`config.mk`:
```
export PLATFORM = sky130hd
export DESIGN_NAME = cpu_sequencer
export DESIGN_NICKNAME = d
export VERILOG_FILES = /design/src/rtl/cpu_sequencer.sv
export SDC_FILE = /design/constraint.sdc
export NUM_CORES = 1
export LEC_CHECK = 0
export CELL_PAD_IN_SITES_DETAIL_PLACEMENT = 0
export CELL_PAD_IN_SITES_GLOBAL_PLACEMENT = 1
export CORE_ASPECT_RATIO = 1.5
export CORE_MARGIN = 2
export CORE_UTILIZATION = 40
export CTS_BUF_LIST = sky130_fd_sc_hd__clkbuf_8
export CTS_CLUSTER_DIAMETER = 100
export CTS_CLUSTER_SIZE = 25
export DETAILED_ROUTE_END_ITERATION = 8
export PLACE_DENSITY = 0.9
export SLEW_MARGIN = 20
export SYNTH_ARGS = -nofsm -noshare
export SYNTH_HDL_FRONTEND = slang
export SYNTH_SLANG_ARGS = --single-unit
```
`constraint.sdc`:
```
create_clock -name clk -period 4.73 [get_ports clk]
set_clock_uncertainty 0.2 [all_clocks]
set_input_delay 1.1825 -clock clk [delete_from_list [all_inputs] [get_ports clk]]
set_output_delay 1.1825 -clock clk [all_outputs]
set_load 0.1 [all_outputs]
```
`src/rtl/cpu_sequencer.sv`:
```
// cpu_sequencer: multi-cycle fetch/decode/execute controller for the 8-bit CPU.
// Owns the program counter, fetches instruction bytes through a ready
// handshake, and drives ALU selects plus one-hot register save strobes.
module cpu_sequencer #(
  parameter logic [7:0] PC_RESET   = 8'h00,
  parameter int         WAIT_LIMIT = 15
) (
  input  logic       clk,
  input  logic       reset,
  output logic [7:0] mem_addr,
  output logic       mem_rd,
  input  logic [7:0] mem_data,
  input  logic       mem_ready,
  output logic [2:0] alu_op,
  output logic [1:0] src_sel,
  output logic [1:0] dst_sel,
  output logic [7:0] imm_data,
  output logic       wb_sel,
  output logic [3:0] reg_save,
  output logic       reg_reset,
  output logic       halted,
  output logic       fault
);

  localparam logic [2:0] OP_NOP = 3'b000;
  localparam logic [2:0] OP_ADD = 3'b001;
  localparam logic [2:0] OP_SUB = 3'b010;
  localparam logic [2:0] OP_AND = 3'b011;
  localparam logic [2:0] OP_OR  = 3'b100;
  localparam logic [2:0] OP_LDI = 3'b101;
  localparam logic [2:0] OP_JMP = 3'b110;
  localparam logic [2:0] OP_HLT = 3'b111;

  // Wait counter value at which one more idle cycle means a timeout.
  localparam logic [7:0] WAIT_LAST = 8'(WAIT_LIMIT - 1);

  typedef enum logic [2:0] {
    ST_FETCH  = 3'd0,
    ST_DECODE = 3'd1,
    ST_IMM    = 3'd2,
    ST_EXEC   = 3'd3,
    ST_WB     = 3'd4,
    ST_HALT   = 3'd5
  } state_t;

  state_t     state_r, state_s;
  logic [7:0] pc_r, pc_s;
  logic [7:0] ir_r, ir_s;
  logic [7:0] imm_r, imm_s;
  logic [7:0] wait_cnt_r, wait_cnt_s;
  logic       fault_r, fault_s;
  logic       reset_seen_r;

  logic [2:0] opcode_s;
  logic       ir_spare_unused_s;

  // Map an opcode to the ALU function code; non-ALU opcodes give 000.
  function automatic logic [2:0] alu_code(input logic [2:0] op);
    logic [2:0] code;
    case (op)
      OP_ADD:  code = 3'b001;
      OP_SUB:  code = 3'b010;
      OP_AND:  code = 3'b011;
      OP_OR:   code = 3'b100;
      default: code = 3'b000;
    endcase
    return code;
  endfunction

  // One-hot save strobe for register index A..D.
  function automatic logic [3:0] save_onehot(input logic [1:0] idx);
    logic [3:0] oh;
    case (idx)
      2'd0:    oh = 4'b0001;
      2'd1:    oh = 4'b0010;
      2'd2:    oh = 4'b0100;
      2'd3:    oh = 4'b1000;
      default: oh = 4'b0000;
    endcase
    return oh;
  endfunction

  assign opcode_s          = ir_r[7:5];
  assign ir_spare_unused_s = ir_r[0];

  // Next-state, PC, instruction/immediate latching and memory wait timeout.
  always_comb begin
    state_s    = state_r;
    pc_s       = pc_r;
    ir_s       = ir_r;
    imm_s      = imm_r;
    wait_cnt_s = 8'd0;
    fault_s    = fault_r;
    case (state_r)
      ST_FETCH: begin
        if (mem_ready) begin
          ir_s    = mem_data;
          pc_s    = pc_r + 8'd1;
          state_s = ST_DECODE;
        end else if (wait_cnt_r == WAIT_LAST) begin
          fault_s = 1'b1;
          state_s = ST_HALT;
        end else begin
          wait_cnt_s = wait_cnt_r + 8'd1;
        end
      end
      ST_DECODE: begin
        case (opcode_s)
          OP_NOP:                       state_s = ST_FETCH;
          OP_ADD, OP_SUB, OP_AND, OP_OR: state_s = ST_EXEC;
          OP_LDI, OP_JMP:               state_s = ST_IMM;
          OP_HLT:                       state_s = ST_HALT;
          default:                      state_s = ST_FETCH;
        endcase
      end
      ST_IMM: begin
        if (mem_ready) begin
          if (opcode_s == OP_LDI) begin
            imm_s   = mem_data;
            pc_s    = pc_r + 8'd1;
            state_s = ST_WB;
          end else begin
            // JMP: the operand byte is the new PC, no increment.
            pc_s    = mem_data;
            state_s = ST_FETCH;
          end
        end else if (wait_cnt_r == WAIT_LAST) begin
          fault_s = 1'b1;
          state_s = ST_HALT;
        end else begin
          wait_cnt_s = wait_cnt_r + 8'd1;
        end
      end
      ST_EXEC: state_s = ST_WB;
      ST_WB:   state_s = ST_FETCH;
      ST_HALT: state_s = ST_HALT;
      default: state_s = ST_FETCH;
    endcase
  end

  // Sequencer state registers with synchronous reset.
  always_ff @(posedge clk) begin
    if (reset) begin
      state_r    <= ST_FETCH;
      pc_r       <= PC_RESET;
      ir_r       <= 8'h00;
      imm_r      <= 8'h00;
      wait_cnt_r <= 8'd0;
      fault_r    <= 1'b0;
    end else begin
      state_r    <= state_s;
      pc_r       <= pc_s;
      ir_r       <= ir_s;
      imm_r      <= imm_s;
      wait_cnt_r <= wait_cnt_s;
      fault_r    <= fault_s;
    end
  end

  // Remember that reset was sampled so registers get a one-cycle clear strobe.
  always_ff @(posedge clk) begin
    reset_seen_r <= reset;
  end

  // Strobe decode; everything is forced quiet while reset is asserted so an
  // aborted instruction can never issue a save.
  always_comb begin
    mem_rd   = 1'b0;
    alu_op   = 3'b000;
    wb_sel   = 1'b0;
    reg_save = 4'b0000;
    if (reset) begin
      mem_rd   = 1'b0;
      reg_save = 4'b0000;
    end else begin
      case (state_r)
        ST_FETCH, ST_IMM: mem_rd = 1'b1;
        ST_EXEC:          alu_op = alu_code(opcode_s);
        ST_WB: begin
          alu_op   = alu_code(opcode_s);
          reg_save = save_onehot(ir_r[4:3]);
          wb_sel   = (opcode_s == OP_LDI);
        end
        default: begin
          mem_rd   = 1'b0;
          reg_save = 4'b0000;
        end
      endcase
    end
  end

  assign mem_addr  = pc_r;
  assign src_sel   = ir_r[2:1];
  assign dst_sel   = ir_r[4:3];
  assign imm_data  = imm_r;
  assign reg_reset = reset_seen_r;
  assign halted    = (state_r == ST_HALT);
  assign fault     = fault_r;

endmodule

```
### Word level (Yosys, flattened, before mapping)

Memories as Yosys holds them, arrays and structs flattened. A register that Yosys moved wholly into a read port is not among the register bits.
Index checks and enable logic that the tools add are counted.

* bits in latches: 0
* bits of input ports: 11
* memories: 1
* word-level logic and storage cells: 59
* RAM bits: 0
* register bits: 37
* memory bits (read-only): 24

* reduce and logical (&&, ||, !) cells: 10
* multiply operators: 0
* add/sub/neg operators: 2
* bitwise operators: 2
* $lt $le $gt $ge: 0
* shifts and indexed selects: 0
* equality and inequality tests: 16
* divide/modulo/power cells: 0
* multiplexer cells: 21

Memory list
* (no name shown): words 8, bits a word 3, rd ports 1, clocked after memory_dff 1, wr ports 0, line 108 `case (opcode_s)`

Operator list (number)
* two-way mux 3 bit: 8
* two-way mux 8 bit: 3
* adder 8 x 1 -> 8 bit, second input constant: 2
* case mux 4 bit (4 select lines): 1
* case mux 8 bit (2 select lines): 1
* case mux 3 bit (5 select lines): 1
* == test 3 x 2 -> 1 bit, second input constant: 4
* == test 3 bit, second input constant: 4
* case mux 3 bit (4 select lines): 1
* AND reduction 3 bit: 3
* == test 8 x 4 -> 1 bit, second input constant: 1
* two-way mux 4 bit: 2
* == test 3 x 1 -> 1 bit, second input constant: 2
* == test 2 bit, second input constant: 2
* two-way mux 1 bit: 4
* inequality test 2 bit, second input constant: 2
* OR reduction 2 bit: 2
* OR reduction 4 bit: 1
* logical NOT 3 bit: 1
* == test 2 x 1 -> 1 bit, second input constant: 1
* logical NOT 2 bit: 1
* NOT 1 bit: 2
* AND reduction 2 bit: 1
* nonzero test 2 bit: 1

### Longest topological paths before layout

* depth after elaboration: 4
* mapped depth: 8

### Worst setup path after synthesis

Ideal clock, no wire load.

* path kind: input -> output
* start: input reset
* end: output reg_save[0]
* path slack: -230 ps
* path buffers: 0
* data arrival time: 3578 ps
* stages: 2
* cell sequence: or3_1 -> nor3_1

* cells in the longest elaborated chain, start to end: 1

Ends and longest elaborated chain
* start: declaration: line 9 `input logic reset,`
* two-way mux 4 bit: line 172 `if (reset) begin`
* end: declaration: line 19 `output logic [3:0] reg_save,`

No other way between the ends.

### Worst setup path in the final report

* start: input reset
* end: output reg_save[2]

The elaborated chain is that of the path after synthesis.

==> impl_metrics.ini <==
[worst_setup_path]
crit_family = buffers and inverters
critPathKind = in -> out
cp_num_buf_inv = 3
cp-start-kind = input port
crit_start = reset
cp_data_arrival_time_ps = 2650
cp_max_fo = 14
cp_slowest_cell = clkdlybuf4s50_1
slowest_delay_ps = 480
required_ps = 3350
reg2reg_from = state_r[2]
endpoint_kind = output pin
crit_chain = clkdlybuf4s50_1 > buf_4 > nor3_1 > nand2_1 > nor2_1 > buf_12

[floorplan]
initial_utilization_pct = 40.94
row_count = 31
pin_count = 43
core-area_um2 = 4771
die_w_um = 61.06
dieArea_um2 = 5469
die_h_um = 89.58

[timing]
relSlewSlack_pct = 34.10
fin_crit_sh_pct = 85.33
slew_violations = 0
worstMarginPinSlew_ps = 985.4
finalSetupTns_ps = 0
holdWs_ps = 262.2
rsz0062_at_grt = no
layout_min_cycle_time_ps = 4036
hold_viol_final = 0
setup_viol = 0
max_freq_mhz = 247.8

[clock_network]
cts_sinks = 39
clockBufferDepth = 2
path_clk_slew_ps = 70
htree_num_levels = 2
cts_tree = built
post_cts_resized = 0
worst_skew_pair.late_latency_ps = 290
numCtsBuffers = 5
holdBufCountCts = 0
cts_setup_buffers = 0
clockRootBuffer = clkbuf_8

[place]
numPortBuffers = 42
gp_congestion = 0.8886
dpl.hpwl_um = 3147
place_area_um2 = 2445

[power_and_ir_drop]
pwr-share-clk_pct = 28.1
p_leak_nw = 0.9836
seq_power_share_pct = 48.8
p_int_uw = 498.8
power_density_nw_per_um2 = 296.5
power.net_switching_uw = 250.2
sw_frac_of_total_pct = 33.40
p_comb_share_pct = 23.1
report.power.total_uw = 749.0
peakVddDrop_v = 0.0001675

[detailed_routing]
drt-total-wl_um = 4166
vias = 1650
antenna_left = 0
drc = 0
wl_per_cell_um = 12.90
drtIter0Drc = 95
first_pass_iters = 4
vias_per_cell = 5.108

[synthesis]
syn_avg_cell_area_um2 = 8.918
async_flop_share_pct = 0
yosys_warnings = 0
syn_nets = 235
synth_common_cells = 39 x dfxtp_1, 28 x nor2_1, 24 x nand2_1
ys_seq_elements = 39
synth_top_cell_by_area = dfxtp_1
synthCells = 219
yosys_most_used_dff = dfxtp_1
synth_top_cell_area_share_pct = 39.97
ys_types = 48
synth_edf_count = 0
yosysMostFrequentCell = dfxtp_1
ys_top_cells_by_area = dfxtp_1 40%, mux2i_1 9.2%, nor2_1 5.4%
syn-cell-area_um2 = 1953
synth-seq-area-share_pct = 39.97

[grt]
grt_pass1_vias = 1535
overflow = 0
grt_usage_pct = 17.21
antenna_found_initial = 0
grt_pass1_wl_um = 7086
grt_start_max_net_pins = 18

[hold_path]
hp-start = ir_r[2]
min_path_type = reg -> reg

[run]
max_cap_viol_count = 0

[layout]
syn2layout_area_growth_pct = 29.34
nets = 272
drive_above_1_share_pct = 10.89
diodes = 0
design_area_um2 = 2526

[outcome]
status = complete, no violations
==> worst min-delay path: cells and delay by family, from the launching register on <==
kind	cells	cell delay [ps]
simple gates	1	50
compound gates	1	50
flops	1	310
==> area by class of cell <==
| class | instances | area (µm²) |
|---|---|---|
| fillers | 470 | 2245 |
| well taps | 66 | 82.58 |
| clock inverters | 3 | 12.51 |
| multi-input cells | 153 | 1007 |
| inverters | 13 | 48.80 |
| clock buffers | 5 | 68.82 |
| repair buffers | 44 | 525.5 |
| flip-flops and latches | 39 | 780.7 |
==> flip-flops by register name, indices dropped and copies added (netlist names), named ones only <==
signal / count
imm_data: 8
fault: 1
wait_cnt_r: 8
reg_reset: 1
state_r: 3
mem_addr: 8
ir_r: 7
==> metrics by stage <==
step                      setup WS, ps  std cells  util (%)
after floorplan                  91.04        219         -
after global placement           704.9        315     51.25
after detailed placement         675.6        315     51.25
after CTS                        668.9        323     52.95
after global routing             533.4        323     52.95
final                            693.8        323     52.95
==> kinds of logic (layout without fill, tap and decap cells) <==
| family | Yosys count | after routing | share of synthesized area (%) |
|---|---|---|---|
| AO/OA/AOI/OAI | 30 | 30 | 10.63 |
| XOR/XNOR | 6 | 6 | 2.691 |
| buffers and inverters | 27 | 65 | 8.712 |
| flip-flops | 39 | 39 | 39.97 |
| AND/OR/NAND/NOR | 94 | 94 | 25.56 |
| adder cells (fa/ha/maj) | 5 | 5 | 3.203 |
| multiplexers | 18 | 18 | 9.225 |
==> final timing paths <==
check	cells past startpoint	slack, ps	to
hold / removal	2	260	ir_r[2]
setup / recovery	6	690	reg_save[2]
hold reg to reg	2	260	ir_r[2]
setup reg to reg	4	2430	imm_data[0]
==> power groups by stage <==
stage	clock [mW]	combinational [mW]	sequential (mW)
5_1_grt	0.232	0.187	0.369
3_5_place_dp	0	0.174	0.373
2_1_floorplan	0	0.117	0.390
6_report	0.210	0.173	0.366
4_1_cts	0.216	0.174	0.366
3_3_place_gp	0	0.173	0.373
==> per-layer routing <==
layer	vias to the layer above	track usage (%)	wire length, µm
li1	823	-	-
met1	780	20.50	1695
met2	37	28.92	2180
met3	10	4.441	183
met4	0	6.917	106
met5	-	0	0
==> cell usage in the layout, fill, tap and decap left out, types with 2 or more instances in the layout <==
master            n
nand3b_1          3
inv_1            15
a211oi_1          2
nor3_1            4
nor2_1           28
nor4b_2           2
xor2_1            5
o32ai_1           5
clkdlybuf4s50_1  33
ha_1              5
mux2i_1          18
nand2_1          24
dfxtp_1          39
nand4_1           3
a21o_1            3
buf_12            9
a21oi_1          12
nand3_1           7
and3_1            3
nand2b_1          2
buf_4             2
and2_1            3
clkbuf_8          5
No activity file was read; power rests on OpenSTA's default activity.
==> variant: new RTL, config.mk and constraints unchanged <==
Put one more register stage on the output `fault`, cleared by the reset. The value now appears one clock later. The other outputs are not delayed to match.
--- a/src/rtl/cpu_sequencer.sv
+++ b/src/rtl/cpu_sequencer.sv
@@ -195,7 +195,13 @@
   assign imm_data  = imm_r;
   assign reg_reset = reset_seen_r;
   assign halted    = (state_r == ST_HALT);
-  assign fault     = fault_r;
+  always_ff @(posedge clk) begin
+    if (reset) begin
+      fault <= '0;
+    end else begin
+      fault <= fault_r;
+    end
+  end
 
 endmodule
 
Check against the original RTL: no difference found for any inputs over 10 cycles, from zero or initial values and one cycle with reset high; that may be too few to reach the edited logic, so the function may still have changed.
==> variant against the original RTL <==
- sequential cell count rose by 1
- non-clock buffer count fell by 1
- cell area rose by 3.2%
- worst setup slack got worse by 0.040 ns
- first-iteration DRC count fell by 21%
- highest routed layer unchanged
- critical path type unchanged
- largest power group unchanged
- routed wire length rose by 8.6%
- synthesized area rose by 2.0%
- power fell by 1.3%
- global-route usage rose by 0.13 points
==> variant: results (changes against the original RTL) <==
Non-clock buffers=43 (-2.3%); internal reg-to-reg setup slack=2.49 ns (+0.06 ns); Leak=0.971 nW (-1.3%); Initial DRC Count=75 (-21%); fillcell total=475 (+1.1%); Synth Area in XOR/XNOR=2.64% (-0.052 points); status=complete, no violations; ranking of synthesized cells by area=dfxtp_1 (40%), mux2i_1 (7.0%), nor2_1 (5.1%), nand2_1 (3.6%), ha_1 (3.1%); met2 routed WL=2430 microns (+12%); WHS Endpoint=fault; Syn Nets=238 (+1.3%); worst stage delay on the critical path=0.58 ns (+0.10 ns); Vias=1,659 (+0.55%); hold wc startpoint=fault_r; Slew @ Worst Pin=0.976 ns (-0.00906 ns); vias in the first global route=1,539 (+0.26%); Yosys cell types=51 (+6.3%); NonClk Buf Share=19.8% (-1.0 points); Routability Congestion=0.880 (-0.99%); fraction of layout instances using a drive strength above 1=12.7% (+1.8 points); multi-input gates=156 (+2.0%); dpl cells=318 (+0.95%); post-DP HPWL=3400 microns (+8.0%); sequential cell count=40 (+2.6%); GR Util met2=29.5% (+0.56 points); Synth Area in Compound Gates=13.4% (+2.7 points); met1 global-route usage=19.4% (-1.1 points); first-pass GRT wire length=7250 microns (+2.3%); Worst VDD drop=0.200 mV (+19%); register area share after synthesis=40.2% (+0.23 points); gr usage total=17.3% (+0.13 points)
==> variant: cell types whose count changed after synthesis, sizes merged, moves of 2 or more <==
cell and change:
o21ai +3, a31oi +2, nand2 -3, nand3 +3, or4 +2, mux2i -4
a21oi -2
==> variant: kinds of logic after synthesis <==
logic type	after synthesis
muxes	14
and+or+nand+nor	95
xor gates and xnor gates	6
AOI/OAI and AO/OA	36
buffers and inverters	26
DFF	40
adders and majority gates	5
==> variant: power by group <==
group	leakage, nW	switching (mW)	total [mW]	internal [mW]
Clock	0.0434	0.125	0.243	0.118
Sequential	0.325	0.0168	0.366	0.349
Combinational	0.602	0.0881	0.130	0.0417
Total	0.971	0.230	0.739	0.509
==> variant: through the flow <==
step	worst slack, ns	hold slack [ns]	util, %	cell area [sq um]
2_1_floorplan	0.0904	0.216	-	2000
3_3_place_gp	0.663	0.236	52.2	2510
3_5_place_dp	0.625	0.247	52.2	2510
4_1_cts	0.619	0.258	54.2	2610
5_1_grt	0.474	0.268	54.2	2610
6_report	0.653	0.254	54.2	2610
